--- config.mk ---
export PLATFORM = sky130hd
export DESIGN_NAME = wb_stream_writer
export DESIGN_NICKNAME = d
export VERILOG_FILES = /design/src/rtl/wb_stream_writer.sv
export SDC_FILE = /design/constraint.sdc
export NUM_CORES = 1
export LEC_CHECK = 0
export ABC_CLOCK_PERIOD_IN_PS = 1900
export BUFFER_PORTS_ARGS = -buffer_cell sky130_fd_sc_hd__buf_2
export CAP_MARGIN = 0
export CORE_MARGIN = 4
export CORE_UTILIZATION = 46
export DETAILED_ROUTE_END_ITERATION = 7
export PLACE_DENSITY = 0.85
export REMOVE_ABC_BUFFERS = 1
export SYNTH_ARGS = -nofsm -noshare
export SYNTH_HDL_FRONTEND = slang
export SYNTH_SLANG_ARGS = --single-unit
--- constraint.sdc ---
create_clock -name clk -period 1.9 [get_ports clk]
set_clock_uncertainty 0.1 [all_clocks]
set_input_delay 0.19 -clock clk [delete_from_list [all_inputs] [get_ports clk]]
set_output_delay 0.19 -clock clk [all_outputs]
set_load 0.01 [all_outputs]
--- src/rtl/wb_stream_writer.sv ---
// Wishbone write master: drains one valid/ready stream word per classic single-beat write, CYC held per command.
// One word in flight; s_ready is only raised in FETCH, so the stream is stalled while a beat awaits ack/err.
module wb_stream_writer #(
  parameter int DATA_WIDTH   = 32,
  parameter int ADDR_WIDTH   = 16,
  parameter int SELECT_WIDTH = DATA_WIDTH / 8,
  parameter int LEN_WIDTH    = 16
) (
  input  logic                    clk,
  input  logic                    rst_n,
  input  logic [ADDR_WIDTH-1:0]   cmd_addr,
  input  logic [LEN_WIDTH-1:0]    cmd_len,
  input  logic                    cmd_valid,
  output logic                    cmd_ready,
  input  logic [DATA_WIDTH-1:0]   s_data,
  input  logic                    s_valid,
  output logic                    s_ready,
  output logic [ADDR_WIDTH-1:0]   wbm_adr_o,
  output logic [DATA_WIDTH-1:0]   wbm_dat_o,
  output logic                    wbm_we_o,
  output logic [SELECT_WIDTH-1:0] wbm_sel_o,
  output logic                    wbm_stb_o,
  output logic                    wbm_cyc_o,
  input  logic                    wbm_ack_i,
  input  logic                    wbm_err_i,
  output logic                    busy,
  output logic                    done,
  output logic                    error
);

  localparam logic [ADDR_WIDTH-1:0] ADDR_STEP = ADDR_WIDTH'(SELECT_WIDTH);
  localparam logic [ADDR_WIDTH-1:0] ADDR_MASK = ~(ADDR_STEP - ADDR_WIDTH'(1));

  // ZERO_LEN is a one-cycle stop so an empty command still shows busy then done.
  typedef enum logic [1:0] {
    IDLE     = 2'd0,
    FETCH    = 2'd1,
    WRITE    = 2'd2,
    ZERO_LEN = 2'd3
  } state_t;

  state_t                  state_q, state_d;
  logic [ADDR_WIDTH-1:0]   addr_q, addr_d;
  logic [LEN_WIDTH-1:0]    cnt_q, cnt_d;
  logic                    cmd_ready_q, cmd_ready_d;
  logic                    s_ready_q, s_ready_d;
  logic [ADDR_WIDTH-1:0]   adr_q, adr_d;
  logic [DATA_WIDTH-1:0]   dat_q, dat_d;
  logic                    we_q, we_d;
  logic [SELECT_WIDTH-1:0] sel_q, sel_d;
  logic                    stb_q, stb_d;
  logic                    cyc_q, cyc_d;
  logic                    busy_q, busy_d;
  logic                    done_q, done_d;
  logic                    error_q, error_d;

  always_ff @(posedge clk or negedge rst_n) begin
    if (!rst_n) begin
      state_q     <= IDLE;
      addr_q      <= '0;
      cnt_q       <= '0;
      cmd_ready_q <= 1'b0;
      s_ready_q   <= 1'b0;
      adr_q       <= '0;
      dat_q       <= '0;
      we_q        <= 1'b0;
      sel_q       <= '0;
      stb_q       <= 1'b0;
      cyc_q       <= 1'b0;
      busy_q      <= 1'b0;
      done_q      <= 1'b0;
      error_q     <= 1'b0;
    end else begin
      state_q     <= state_d;
      addr_q      <= addr_d;
      cnt_q       <= cnt_d;
      cmd_ready_q <= cmd_ready_d;
      s_ready_q   <= s_ready_d;
      adr_q       <= adr_d;
      dat_q       <= dat_d;
      we_q        <= we_d;
      sel_q       <= sel_d;
      stb_q       <= stb_d;
      cyc_q       <= cyc_d;
      busy_q      <= busy_d;
      done_q      <= done_d;
      error_q     <= error_d;
    end
  end

  always_comb begin
    state_d     = state_q;
    addr_d      = addr_q;
    cnt_d       = cnt_q;
    cmd_ready_d = cmd_ready_q;
    s_ready_d   = s_ready_q;
    adr_d       = adr_q;
    dat_d       = dat_q;
    we_d        = we_q;
    sel_d       = sel_q;
    stb_d       = stb_q;
    cyc_d       = cyc_q;
    busy_d      = busy_q;
    done_d      = 1'b0;
    error_d     = error_q;

    unique case (state_q)
      IDLE: begin
        cmd_ready_d = 1'b1;
        if (cmd_valid && cmd_ready_q) begin
          addr_d      = cmd_addr & ADDR_MASK;
          cnt_d       = cmd_len;
          error_d     = 1'b0;
          busy_d      = 1'b1;
          cmd_ready_d = 1'b0;
          if (cmd_len == '0) begin
            state_d = ZERO_LEN;
          end else begin
            state_d   = FETCH;
            cyc_d     = 1'b1;
            s_ready_d = 1'b1;
          end
        end
      end

      ZERO_LEN: begin
        done_d      = 1'b1;
        busy_d      = 1'b0;
        cmd_ready_d = 1'b1;
        state_d     = IDLE;
      end

      FETCH: begin
        if (s_valid && s_ready_q) begin
          dat_d     = s_data;
          adr_d     = addr_q;
          stb_d     = 1'b1;
          we_d      = 1'b1;
          sel_d     = '1;
          s_ready_d = 1'b0;
          state_d   = WRITE;
        end
      end

      WRITE: begin
        // err wins over a simultaneous ack; the command is abandoned.
        if (wbm_err_i) begin
          stb_d       = 1'b0;
          we_d        = 1'b0;
          sel_d       = '0;
          cyc_d       = 1'b0;
          error_d     = 1'b1;
          done_d      = 1'b1;
          busy_d      = 1'b0;
          cmd_ready_d = 1'b1;
          state_d     = IDLE;
        end else if (wbm_ack_i) begin
          stb_d  = 1'b0;
          we_d   = 1'b0;
          sel_d  = '0;
          addr_d = addr_q + ADDR_STEP;
          cnt_d  = cnt_q - LEN_WIDTH'(1);
          if (cnt_q == LEN_WIDTH'(1)) begin
            cyc_d       = 1'b0;
            done_d      = 1'b1;
            busy_d      = 1'b0;
            cmd_ready_d = 1'b1;
            state_d     = IDLE;
          end else begin
            s_ready_d = 1'b1;
            state_d   = FETCH;
          end
        end
      end

      default: state_d = IDLE;
    endcase
  end

  assign cmd_ready = cmd_ready_q;
  assign s_ready   = s_ready_q;
  assign wbm_adr_o = adr_q;
  assign wbm_dat_o = dat_q;
  assign wbm_we_o  = we_q;
  assign wbm_sel_o = sel_q;
  assign wbm_stb_o = stb_q;
  assign wbm_cyc_o = cyc_q;
  assign busy      = busy_q;
  assign done      = done_q;
  assign error     = error_q;

endmodule

**Yosys cells after proc, flatten, opt, wreduce, memory -nomap -nowiden**

Index checks and enable logic that the tools add are counted.

- Bits in registers: 93

- Add/sub/neg operators: 2
- Eq/ne operators: 13
- Mux-type cells: 48
- Reductions and logical operators: 17

Operators with widths:

| cell | count |
|---|---|
| $mux 16 | 6 |
| $pmux 16 s2 | 2 |
| $mux 1 | 23 |
| $add 16x3->16 const B | 1 |
| $eq 16x1->1 const B | 1 |
| $logic_not 16->1 | 1 |
| $sub 16x1->16 const B | 1 |
| $ne 2x2->1 const B | 7 |
| $mux 4 | 3 |
| $reduce_and 3->1 | 4 |
| $mux 2 | 5 |
| $pmux 1 s3 | 3 |
| $pmux 1 s2 | 4 |
| $pmux 2 s4 | 1 |
| $pmux 4 s2 | 1 |
| $reduce_and 4->1 | 2 |
| $reduce_and 7->1 | 1 |
| $ne 3x3->1 const B | 2 |
| $reduce_bool 3->1 | 2 |
| $reduce_and 5->1 | 1 |
| $eq 2x2->1 const B | 2 |
| $reduce_bool 2->1 | 2 |
| $eq 2x1->1 const B | 1 |
| $logic_and 1x1->1 | 2 |
| other kinds (2) | 2 |

**Logic depth before layout (Yosys ltp)**

- Depth after elaboration: 5
- Depth in mapped cells: 7
- Depth with buffers taken out: 6

**Worst setup path before layout**

OpenSTA, ideal clock, no wires.

- Path kind: flip-flop to flip-flop
- From: register cnt_q[3]
- To: register cnt_q[11]
- Library setup time: 79 ps
- Arrival time: 1747 ps
- Data required time: 1721 ps
- Path slack: -27 ps
- Stages on the path, launching flop included: 6
- Buffers on the path: 1
- Cells stage by stage: dfrtp_1 buf_6 or4_4 or4_4 a21oi_2 a2bb2oi_1

- Cells in the longest elaborated chain, start to end: 4

Ends and longest elaborated chain:

| element | RTL line | text |
|---|---|---|
| start, declared | 44 | `logic [LEN_WIDTH-1:0] cnt_q, cnt_d;` |
| start signal, assigned | 76 | `cnt_q <= cnt_d;` |
| $sub 16x1->16 | 162 | `cnt_d = cnt_q - LEN_WIDTH'(1);` |
| $mux 16 | 157 | `end else if (wbm_ack_i) begin` |
| $mux 16 | 147 | `if (wbm_err_i) begin` |
| $pmux 16 s2 | 107 | `unique case (state_q)` |

No other way between the ends. The select of a mux whose other input is x is not followed.
A chain may end at the register's enable or synchronous reset.

**Final worst setup path**

- From: register cnt_q[5]
- To: register cnt_q[11]

The elaborated chain is that of the path after synthesis.

==> metrics.md <==
| Metric | Value |
|---|---|
| Run status | complete, but fails checks |
| Failing checks | negative setup slack |
| Die Wd | between 100 and 150 um |
| # diodes | 0 |
| Post-DP Area | 5070 um^2 |
| Grt peak-use layer | met2 |
| Fin Setup TNS | -0.0145 ns |
| Bufs on Longest Clock Path | 2 |
| Mapped Avg Cell Area | 10.4 um^2 |
| Reg2Reg Depth | 4 |
| Final setup violation count | 1 |
| Worst EP required | 2.09 ns |
| Most used DFF post-synth | dfrtp_1 |
| Distinct cells, synth | 52 |
| Post-Syn Area | roughly 4200 um^2 |
| Compound-Gate Fraction of Synth Area | 0.163 |
| Max-cap viol count | 0 |
| DR iter-0 viols | 284 |
| Register bit total from synthesis | 85 |
| Crit. Startpoint | cnt_q[5]$_DFFE_PN0N_ |
| Grt met1 use | 0.305 |
| Ys async rst share | 1.00 |
| Clk pin slew, worst setup/hold paths | 0.08 ns |
| Share of cells above drive strength 1 | 0.400 |
| Top Family by Delay on Critical Path | simple AND/OR/NAND/NOR gates |
| Largest net degree at the start of global routing | 37 |
| Post-DP HPWL | approximately 8400 um |
| Multiplexer area fraction after synthesis | 0.121 |
| Crit path arrival time | 2.10 ns |
| Full die area | ~11000 um^2 |
| Final Hold Violating Endpoints | 0 |
| Critical path type | register to register |
| Initial antenna violation count | 0 |
| LEAKAGE | between 2 and 3 nW |
| CP max stage delay | between 0.5 and 0.6 ns |
| First-pass GRT wire length | around 21000 um |
| Post-Synth Adder-Cell Area | 0.00894 |
| CTS sink cnt | 85 |
| Fmax | between 500 and 600 MHz |
| Worst reg2reg path endpoint | cnt_q[11]$_DFFE_PN0N_ |
| Bufs and invs on worst path | 0 |
| Largest family of logic cells by synthesized area | compound AO/OA/AOI/OAI gates |
| Met2 Usage GRT | 0.388 |
| Root Buffer Master | clkbuf_8 |
| Gr usage total | 0.239 |
| Finished Cell Area | around 5700 um^2 |
| Post-synth EDFFs | 0 |
| YS warnings | 0 |
| P&R area growth vs syn | 34.6% |
| Min-Delay Path Class | input pin to register |
| Cell mode on critical path | or4_4 |
| GR Layer Usage met3 | 0.0634 |
| Die span in y | ~100 um |
| Crit Path Max Fanout | 2 |
| Core area | between 8000 and 9000 um^2 |
| Crit. End Element | register |
| Synthesized-area fraction occupied by and/or/nand/nor cells | 0.149 |
| Row count | 34 |
| Startpoint types | register |
| Initial core utilization | 0.477 |
| Slack of the critical path | -0.0145 ns |
| Skew-Pair Late Insertion Delay | around 0.36 ns |
| Antenna Nets Post-Route | 0 |
| Max stage delay cell, worst path | or4_4 |
| RePlAce Congestion | 0.830 |
| Via density per instance | approximately 5.7 |
| Nets | 645 |
| Synth Area in XOR/XNOR | 0 |
| R2r startpoint | cnt_q[5]$_DFFE_PN0N_ |
| Cells along the critical path | or4_4, or4_4, a21oi_2, a2bb2oi_1 |
| Routed length per instance | 18.4 um |
| Filler cells | ~650 |
| Period minus WS final | approximately 1.9 ns |
| DRC violation count after routing | 0 |
| Worst vdd ir | ~530 uV |
| Worst setup endpoint | cnt_q[11]$_DFFE_PN0N_ |
| R2R setup slack | -0.01 ns |
| TritonCTS Buffers | 9 |
| IO Count | 130 |
| H-tree Lvls | 3 |
| Max Slew Vio Count | 0 |
| Routed via count | 3907 |
| Crit. path cell count | 4 |
| Vias in the first global route | around 4000 |
| PwrDens | approximately 1600 nW/um^2 |
| CTS tree | done |
| 1st-pass router iterations | 4 |
| Post-synthesis sequential area ratio | 0.507 |
| RSZ-0062 raised after global routing | true |
| I/O Buffers | between 100 and 150 |
| Post-Synthesis Cells | between 400 and 500 |
| Final wirelength | 12600 um |
| GRT overflow | 0 |
| Final period util | 1.01 |
-- layer usage --
| layer | vias to the layer above | part of all wire |
|---|---|---|
| met1 | 1876 | 0.41 |
| met4 | 0 | 0.029 |
| li1 | 1816 | - |
| met3 | 33 | 0.079 |
| met2 | 182 | 0.48 |
| met5 | - | 0 |
-- registers in the layout (all words and copies together), names as in the netlist --
signal / count
cnt_q: 16
state_q: 2
cmd_ready: 1
done: 1
error: 1
wbm_sel_o: 1
wbm_cyc_o: 1
busy: 1
s_ready: 1
addr_q: 14
wbm_adr_o: 14
wbm_dat_o: 32
-- cell usage after synthesis (3+ instances only) --
cell	n	area share
nand3_1	11	0.013
a31oi_1	5	0.0075
nor4_1	6	0.0089
nand2_1	27	0.024
o22ai_1	13	0.019
buf_4	7	0.013
ha_1	3	0.0089
nand4_1	10	0.015
nor2_1	22	0.020
clkbuf_1	20	0.018
o22a_1	3	0.0063
o31ai_1	4	0.0072
o21bai_1	3	0.0054
nand3b_1	3	0.0054
nor3_1	6	0.0072
or3_1	8	0.012
buf_2	5	0.0060
o32ai_1	3	0.0063
a21oi_1	29	0.035
nand2b_1	6	0.0089
mux2_2	45	0.12
buf_1	5	0.0045
inv_1	8	0.0072
a211oi_1	3	0.0054
a2bb2oi_1	7	0.015
dfrtp_1	85	0.51
o21ai_0	22	0.026
-- cell families (layout without fill, tap and decap cells) --
logic type      Yosys count  in the layout
fa+ha+maj                 3              3
simple gates            117            117
mux                      45             45
compound gates          107            107
buf+inv                  46            218
other cells               1              2
flops                    85             85
-- layout make-up --
cell class / instances / area, um^2 / share of cell area
Sequential cell: 85 / 2130 / 0.376
Multi-Input combinational cell: 274 / 1890 / 0.335
Timing Repair Buffer: 194 / 1270 / 0.225
Clock buffer: 11 / 151 / 0.0268
Tap cell: 108 / 135 / 0.0239
Clock inverter: 5 / 41.3 / 0.00731
Inverter: 8 / 30.0 / 0.00531
-- worst reg2reg max path, cell delays in order (launching register included) --
cell and delay (ns):
dfrtp_1 0.39, or4_4 0.53, or4_4 0.54, a21oi_2 0.13, a2bb2oi_1 0.15
-- per-stage QoR --
step           power (W)   util  hold WS, ns  setup WS [ns]  std cells
6_report         0.00897  0.642      0.00251        -0.0145        685
3_3_place_gp     0.00730  0.576       0.0733        0.00710        633
4_1_cts          0.00881  0.639      0.00333        -0.0208        684
5_1_grt          0.00957  0.642      0.00411        -0.0927        685
3_5_place_dp     0.00753  0.576       0.0822        -0.0128        633
2_1_floorplan    0.00570      -       -0.206         -0.766        367
-- worst min-delay path by stage --
stage | depth (start not counted) | to | from | slack, ns
final | 3 | addr_q[4]$_DFFE_PN0N_ | cmd_addr[4] | 0.003
after floorplan | 0 | addr_q[10]$_DFFE_PN0N_ | rst_n | -0.21
after global placement | 1 | wbm_dat_o[22]$_DFFE_PN0P_ | rst_n | 0.07
after global routing | 3 | addr_q[5]$_DFFE_PN0N_ | cmd_addr[5] | 0.004
after CTS | 3 | addr_q[5]$_DFFE_PN0N_ | cmd_addr[5] | 0.003
after detailed placement | 1 | wbm_dat_o[0]$_DFFE_PN0P_ | rst_n | 0.08
-- report_power, final --
part / switching, W / leakage (nW) / internal (W)
clock network: 0.000678 / 0.0926 / 0.000558
logic: 0.00226 / 1.45 / 0.00207
registers: 0.000676 / 0.988 / 0.00272
-- cell usage in the layout (no fill, tap or decap), types with 10 or more instances in the layout --
cell	netlist	routed
nand2_1	27	27
nor2_1	22	22
o22ai_1	13	12
nand3_1	11	11
buf_2	5	124
a21oi_1	29	28
dfrtp_1	85	85
o21ai_0	22	22
clkbuf_8	0	11
dlygate4sd3_1	0	35
buf_4	7	32
nand4_1	10	10
mux2_2	45	45
-- timing repair --
action | 4_1_cts | 5_1_grt
endpoints found under the setup margin | 1 | 5
setup buffers | 0 | 1
hold buffers | 35 | 0
resized for setup | 1 | 3
pin swaps | 1 | 1
endpoints found under the hold margin | 67 | 0
Power figures use the tool's default switching activity.
